--- src/rtl/ram_bus_arbiter.sv ---
// ram_bus_arbiter: shares one single-port synchronous-read memory among three requesters.
// Port 0 has fixed priority; ports 1 and 2 alternate round-robin. Read data returns to the
// issuing port through a 2-stage {valid, port} tag pipeline.
// Optional build macro ARB_STARVE_GUARD_EN adds a counter that forces a pending port 1/2 in
// after STARVE_LIMIT consecutive port-0 grants.
module ram_bus_arbiter #(
    parameter int unsigned ADDR_W       = 20,
    parameter int unsigned DATA_W       = 8,
    parameter int unsigned STARVE_LIMIT = 8
) (
    input  logic              bus_clk,
    input  logic              bus_reset_n,
    input  logic              p0_req,
    input  logic              p0_we,
    input  logic [ADDR_W-1:0] p0_addr,
    input  logic [DATA_W-1:0] p0_wdata,
    output logic              p0_ack,
    output logic              p0_rvalid,
    output logic [DATA_W-1:0] p0_rdata,
    input  logic              p1_req,
    input  logic              p1_we,
    input  logic [ADDR_W-1:0] p1_addr,
    input  logic [DATA_W-1:0] p1_wdata,
    output logic              p1_ack,
    output logic              p1_rvalid,
    output logic [DATA_W-1:0] p1_rdata,
    input  logic              p2_req,
    input  logic              p2_we,
    input  logic [ADDR_W-1:0] p2_addr,
    input  logic [DATA_W-1:0] p2_wdata,
    output logic              p2_ack,
    output logic              p2_rvalid,
    output logic [DATA_W-1:0] p2_rdata,
    output logic              mem_ena,
    output logic              mem_we,
    output logic [ADDR_W-1:0] mem_addr,
    output logic [DATA_W-1:0] mem_wdata,
    input  logic [DATA_W-1:0] mem_rdata,
    output logic [1:0]        mem_owner
);

    logic              w_any12;
    logic              w_force;
    logic              w_grant;
    logic [1:0]        w_rr_pick;
    logic [1:0]        w_win;
    logic [2:0]        w_ack_d;
    logic              w_sel_we;
    logic [ADDR_W-1:0] w_sel_addr;
    logic [DATA_W-1:0] w_sel_wdata;

    logic              r_mem_ena;
    logic              r_mem_we;
    logic [ADDR_W-1:0] r_mem_addr;
    logic [DATA_W-1:0] r_mem_wdata;
    logic [1:0]        r_mem_owner;
    logic [1:0]        r_rr_last;
    logic [2:0]        r_ack;
    logic [2:0]        r_rvalid;
    logic [DATA_W-1:0] r_rdata [3];
    logic              r_tag1_v;
    logic [1:0]        r_tag1_port;
    logic              r_tag2_v;
    logic [1:0]        r_tag2_port;

    // Winner selection and command mux for the current edge
    always_comb begin
        w_any12 = p1_req | p2_req;
        if (p1_req && p2_req) begin
            w_rr_pick = (r_rr_last == 2'd1) ? 2'd2 : 2'd1;
        end else if (p1_req) begin
            w_rr_pick = 2'd1;
        end else begin
            w_rr_pick = 2'd2;
        end

        w_grant = 1'b1;
        w_win   = 2'd3;
        if (p0_req && !w_force) begin
            w_win = 2'd0;
        end else if (w_any12) begin
            w_win = w_rr_pick;
        end else begin
            w_grant = 1'b0;
        end

        w_ack_d     = 3'b000;
        w_sel_we    = p0_we;
        w_sel_addr  = p0_addr;
        w_sel_wdata = p0_wdata;
        case (w_win)
            2'd0: begin
                w_ack_d = 3'b001;
            end
            2'd1: begin
                w_ack_d     = 3'b010;
                w_sel_we    = p1_we;
                w_sel_addr  = p1_addr;
                w_sel_wdata = p1_wdata;
            end
            2'd2: begin
                w_ack_d     = 3'b100;
                w_sel_we    = p2_we;
                w_sel_addr  = p2_addr;
                w_sel_wdata = p2_wdata;
            end
            default: w_ack_d = 3'b000;
        endcase
    end

`ifdef ARB_STARVE_GUARD_EN
    localparam int unsigned CNT_W = $clog2(STARVE_LIMIT + 1);

    logic [CNT_W-1:0] r_starve_cnt;

    assign w_force = w_any12 && (r_starve_cnt == CNT_W'(STARVE_LIMIT));

    // Count consecutive port-0 grants that bypass a waiting port 1/2
    always_ff @(posedge bus_clk) begin
        if (!bus_reset_n) begin
            r_starve_cnt <= '0;
        end else if (!w_any12 || (w_grant && w_win != 2'd0)) begin
            r_starve_cnt <= '0;
        end else if (w_grant && w_win == 2'd0) begin
            r_starve_cnt <= r_starve_cnt + 1'b1;
        end
    end
`else
    assign w_force = 1'b0;
`endif

    // Register the memory command, acks, round-robin state and read-return path
    always_ff @(posedge bus_clk) begin
        if (!bus_reset_n) begin
            r_mem_ena   <= 1'b0;
            r_mem_we    <= 1'b0;
            r_mem_addr  <= '0;
            r_mem_wdata <= '0;
            r_mem_owner <= 2'd3;
            r_rr_last   <= 2'd2;
            r_ack       <= 3'b000;
            r_rvalid    <= 3'b000;
            r_tag1_v    <= 1'b0;
            r_tag1_port <= 2'd0;
            r_tag2_v    <= 1'b0;
            r_tag2_port <= 2'd0;
            for (int i = 0; i < 3; i++) begin
                r_rdata[i] <= '0;
            end
        end else begin
            r_mem_ena   <= w_grant;
            r_mem_we    <= w_grant & w_sel_we;
            r_mem_owner <= w_win;
            r_ack       <= w_ack_d;
            if (w_grant) begin
                r_mem_addr  <= w_sel_addr;
                r_mem_wdata <= w_sel_wdata;
            end
            if (w_grant && w_win != 2'd0) begin
                r_rr_last <= w_win;
            end

            // Tag stage 1 matches the command cycle; stage 2 matches the data cycle
            r_tag1_v    <= w_grant & ~w_sel_we;
            r_tag1_port <= w_win;
            r_tag2_v    <= r_tag1_v;
            r_tag2_port <= r_tag1_port;

            r_rvalid <= 3'b000;
            if (r_tag2_v) begin
                case (r_tag2_port)
                    2'd0: begin
                        r_rvalid[0] <= 1'b1;
                        r_rdata[0]  <= mem_rdata;
                    end
                    2'd1: begin
                        r_rvalid[1] <= 1'b1;
                        r_rdata[1]  <= mem_rdata;
                    end
                    2'd2: begin
                        r_rvalid[2] <= 1'b1;
                        r_rdata[2]  <= mem_rdata;
                    end
                    default: r_rvalid <= 3'b000;
                endcase
            end
        end
    end

    assign mem_ena   = r_mem_ena;
    assign mem_we    = r_mem_we;
    assign mem_addr  = r_mem_addr;
    assign mem_wdata = r_mem_wdata;
    assign mem_owner = r_mem_owner;
    assign p0_ack    = r_ack[0];
    assign p1_ack    = r_ack[1];
    assign p2_ack    = r_ack[2];
    assign p0_rvalid = r_rvalid[0];
    assign p1_rvalid = r_rvalid[1];
    assign p2_rvalid = r_rvalid[2];
    assign p0_rdata  = r_rdata[0];
    assign p1_rdata  = r_rdata[1];
    assign p2_rdata  = r_rdata[2];

endmodule
--- config.mk ---
export PLATFORM = sky130hd
export DESIGN_NAME = ram_bus_arbiter
export DESIGN_NICKNAME = d
export VERILOG_FILES = /design/src/rtl/ram_bus_arbiter.sv
export SDC_FILE = /design/constraint.sdc
export NUM_CORES = 1
export LEC_CHECK = 0
export CORE_ASPECT_RATIO = 1.1
export CORE_MARGIN = 2
export CORE_UTILIZATION = 43
export CTS_BUF_LIST = sky130_fd_sc_hd__clkbuf_2
export CTS_CLUSTER_DIAMETER = 60
export DETAILED_ROUTE_END_ITERATION = 8
export GPL_ROUTABILITY_DRIVEN = 0
export PLACE_DENSITY = 0.88
export REMOVE_ABC_BUFFERS = 1
export SETUP_SLACK_MARGIN = 0.15
export SYNTH_ARGS = -nofsm -noshare
export SYNTH_HDL_FRONTEND = slang
export SYNTH_SLANG_ARGS = --single-unit
--- constraint.sdc ---
create_clock -name bus_clk -period 4.75 [get_ports bus_clk]
set_input_delay 0.95 -clock bus_clk [delete_from_list [all_inputs] [get_ports bus_clk]]
set_output_delay 0.95 -clock bus_clk [all_outputs]
set_load 0.02 [all_outputs]
==> results.md <==
- Status: completed
- Sequential area share after synthesis: 56.7%
- # DRC: 0
- Die H: 90.1 microns
- Vias in the first global route: 2630
- I/O Buffers: 161
- Detail Route Antenna Nets: 0
- CP startpoint: p2_req
- Pin count of the biggest net entering global routing: 70
- Startpoint Class: input port
- Hold Slack: 461 ps
- VDD IR max: 176 uV
- Latest clock arrival within the worst-skew pair: 490 ps
- Cell Count, Final, Fillers Out: 504
- Pwr dens: 293 mW/mm^2
- Unrepaired setup endpoints after global routing: no
- Core box area: 0.00656 sq mm
- Critical path peak fanout: 29
- Root buf cell: clkbuf_2
- Post-Synthesis Cells: 266
- Critical Path End: mem_addr[12]
- Num rows: 31
- Synth Warn #: 0
- Post-route cell area: 0.00462 sq mm
- Leakage power figure: 1.65 nW
- Nets: 523
- Share of post-route cells with drive strength above 1: 5.21%
- Routed WL: 8190 microns
- Reg2Reg Setup Slack: 2370 ps
- Seq cells post-synth: 70
- Commonest non-fill, non-tap cell in the layout: clkdlybuf4s50_1
- Pre-CTS setup slack: 1270 ps
- CTS buffer count: 9
- Layout area overhead: 59.4%
- # clock sinks: 70
- Tmin final: 2960 ps
- CP endpoint kind: register
- Hold crit path type: register to register
- Post-synthesis cell type count: 30
- CTS tree: done
- Final hold vios: 0
- Crit share post-route: 62.3%
- First-pass GRT wire length: 12500 microns
- CP required: 5150 ps
- Clk buf depth: 2
- Post-CTS Resized: 0
- Crit-path cells: clkdlybuf4s50_1 > a21boi_0 > nor2_1 > ha_1 > inv_2 > o21ai_0 > o31ai_1
- Rel. slew slack: 60.3%
- F_max: 338 MHz
- R2R cell count: 7
- Clk slew on worst S/H paths: 180 ps
- DP Area: 0.00451 sq mm
- Measured slew at the worst slew-check pin: 595 ps
- Final Max Tran Viols: 0
- CP delay by family, top: buffers and inverters
- Via density: 5.46
- Syn_area_per_cell: 10.9 sq um
- CP Depth: 7
- Total Neg Setup Slack: 0 ps
- Maxcap violations: 0
- FF-to-FF Start: r_rr_last[1]
- Cts hold-fix bufs: 0
- # IOs: 162
- Final setup vio count: 0
- Worst path bufs/invs: 2
- Most frequent cells in the layout: clkdlybuf4s50_1, dfxtp_1, o21ai_0
- Reg2reg end: mem_addr[12]
- Crit path largest cell delay: 570 ps
- Arrival time worst endpoint: 3360 ps
- Clock skew: 22.8 ps
- H-tree Lvls: 3
- DR iter-0 viols: 117
- Initial antenna violation count: 0
- Congestion Overflow GR: 0
- Hpwl dp: 6070 microns
- Crit Path Category: input port to register
- Global-route usage over all layers: 22.2%
- Cell Area, Synth: 0.00290 sq mm
- Die area: 0.00741 sq mm
- Post-CTS setup buffers: 0
- Initial core utilization: 44.2%
- Die W: 82.3 microns
- Wire per inst: 16.3 microns
- Worst path slowest cell: clkdlybuf4s50_1
- Worst Slack Setup Final: 1790 ps
- Drt first pass iters: 4
- DP Cell Count: 488
- N_diodes: 0
- Via count: 2751
==> cell type report <==
class	count	area (sq um)
multi-input cells	166	1100
inverters	4	15.0
fillers	505	1940
flip-flops and latches	70	1640
clock inverters	7	65.1
repair buffers	166	1640
clock buffers	9	45.0
well taps	82	103
==> report_power, final <==
group	leakage, nW	switching [W]	total [W]	internal (W)
combinational	0.965	0.000161	0.000342	0.000181
clock	0.0606	0.000206	0.000323	0.000117
sequential	0.626	0.0000200	0.000686	0.000666
total	1.65	0.000387	0.00135	0.000964
==> sequential cells by signal (all words and copies together) (netlist names), 2 cells and up <==
signal / flops
r_rdata: 24
mem_addr: 20
mem_wdata: 8
r_ack: 3
r_rvalid: 3
mem_owner: 2
r_rr_last: 2
r_tag1_port: 2
r_tag2_port: 2
==> worst reg2reg max path: cells and delay by family, from the launching register on <==
kind / cells / cell delay, ps
buf+inv: 1 / 390
compound gates: 3 / 850
flops: 1 / 370
fa+ha+maj: 1 / 440
simple gates: 2 / 260
==> worst min path at each step <==
| stage | depth (start not counted) | to | from | slack, ps |
|---|---|---|---|---|
| after detailed placement | 1 | r_tag2_port[1] | r_tag1_port[1] | 420 |
| after global routing | 1 | r_tag2_v | r_tag1_v | 480 |
| final | 1 | r_tag2_v | r_tag1_v | 460 |
| after global placement | 1 | r_tag2_v | r_tag1_v | 410 |
| after floorplan | 1 | r_tag2_port[0] | r_tag1_port[0] | 410 |
| after CTS | 1 | r_tag2_port[1] | r_tag1_port[1] | 460 |
==> stage by stage <==
step | util, % | total power [W]
finish | 70.4 | 0.00135
global route | 70.4 | 0.00142
CTS | 70.4 | 0.00136
detailed placement | 68.8 | 0.00104
global placement | 68.8 | 0.00103
floorplan | - | 0.000836
==> synth_stat cells <==
master | count | area, sq um
inv_2 | 1 | 3.75
nand3_1 | 28 | 140
inv_1 | 3 | 11.3
clkbuf_1 | 9 | 33.8
buf_4 | 2 | 15.0
a221oi_1 | 28 | 245
edfxtp_1 | 24 | 721
buf_6 | 2 | 22.5
a221o_1 | 1 | 10.0
ha_1 | 6 | 75.1
o31ai_1 | 28 | 210
nand2_1 | 5 | 18.8
a31oi_1 | 1 | 6.26
buf_2 | 11 | 55.1
a21oi_1 | 2 | 10.0
and2_1 | 16 | 100
a211o_1 | 2 | 17.5
clkbuf_2 | 2 | 10.0
nor3b_1 | 2 | 15.0
nor3_4 | 1 | 16.3
o21a_1 | 1 | 7.51
dfxtp_1 | 46 | 921
a21o_1 | 1 | 7.51
nor3_1 | 3 | 15.0
or2_2 | 1 | 6.26
a21boi_0 | 1 | 7.51
nand3b_1 | 1 | 7.51
nand2b_1 | 3 | 18.8
o21ai_0 | 30 | 150
nor2_1 | 5 | 18.8
==> cells by family (layout without fill, tap and decap cells) <==
group	after synthesis	in the layout	synth area share [%]
simple gates	65	65	12.3
flops	70	70	56.7
fa+ha+maj	6	6	2.59
compound gates	95	95	23.2
buf+inv	30	186	5.23
==> layer usage <==
layer | wire (microns) | vias to the layer above | share of wire (%) | track usage (%)
met5 | 0 | - | 0 | 0
met4 | 155 | 0 | 1.9 | 8.33
met3 | 829 | 15 | 10 | 6.93
met1 | 2890 | 1276 | 35 | 24.9
li1 | - | 1326 | - | -
met2 | 4320 | 134 | 53 | 38.4
Power figures use the tool's default switching activity.
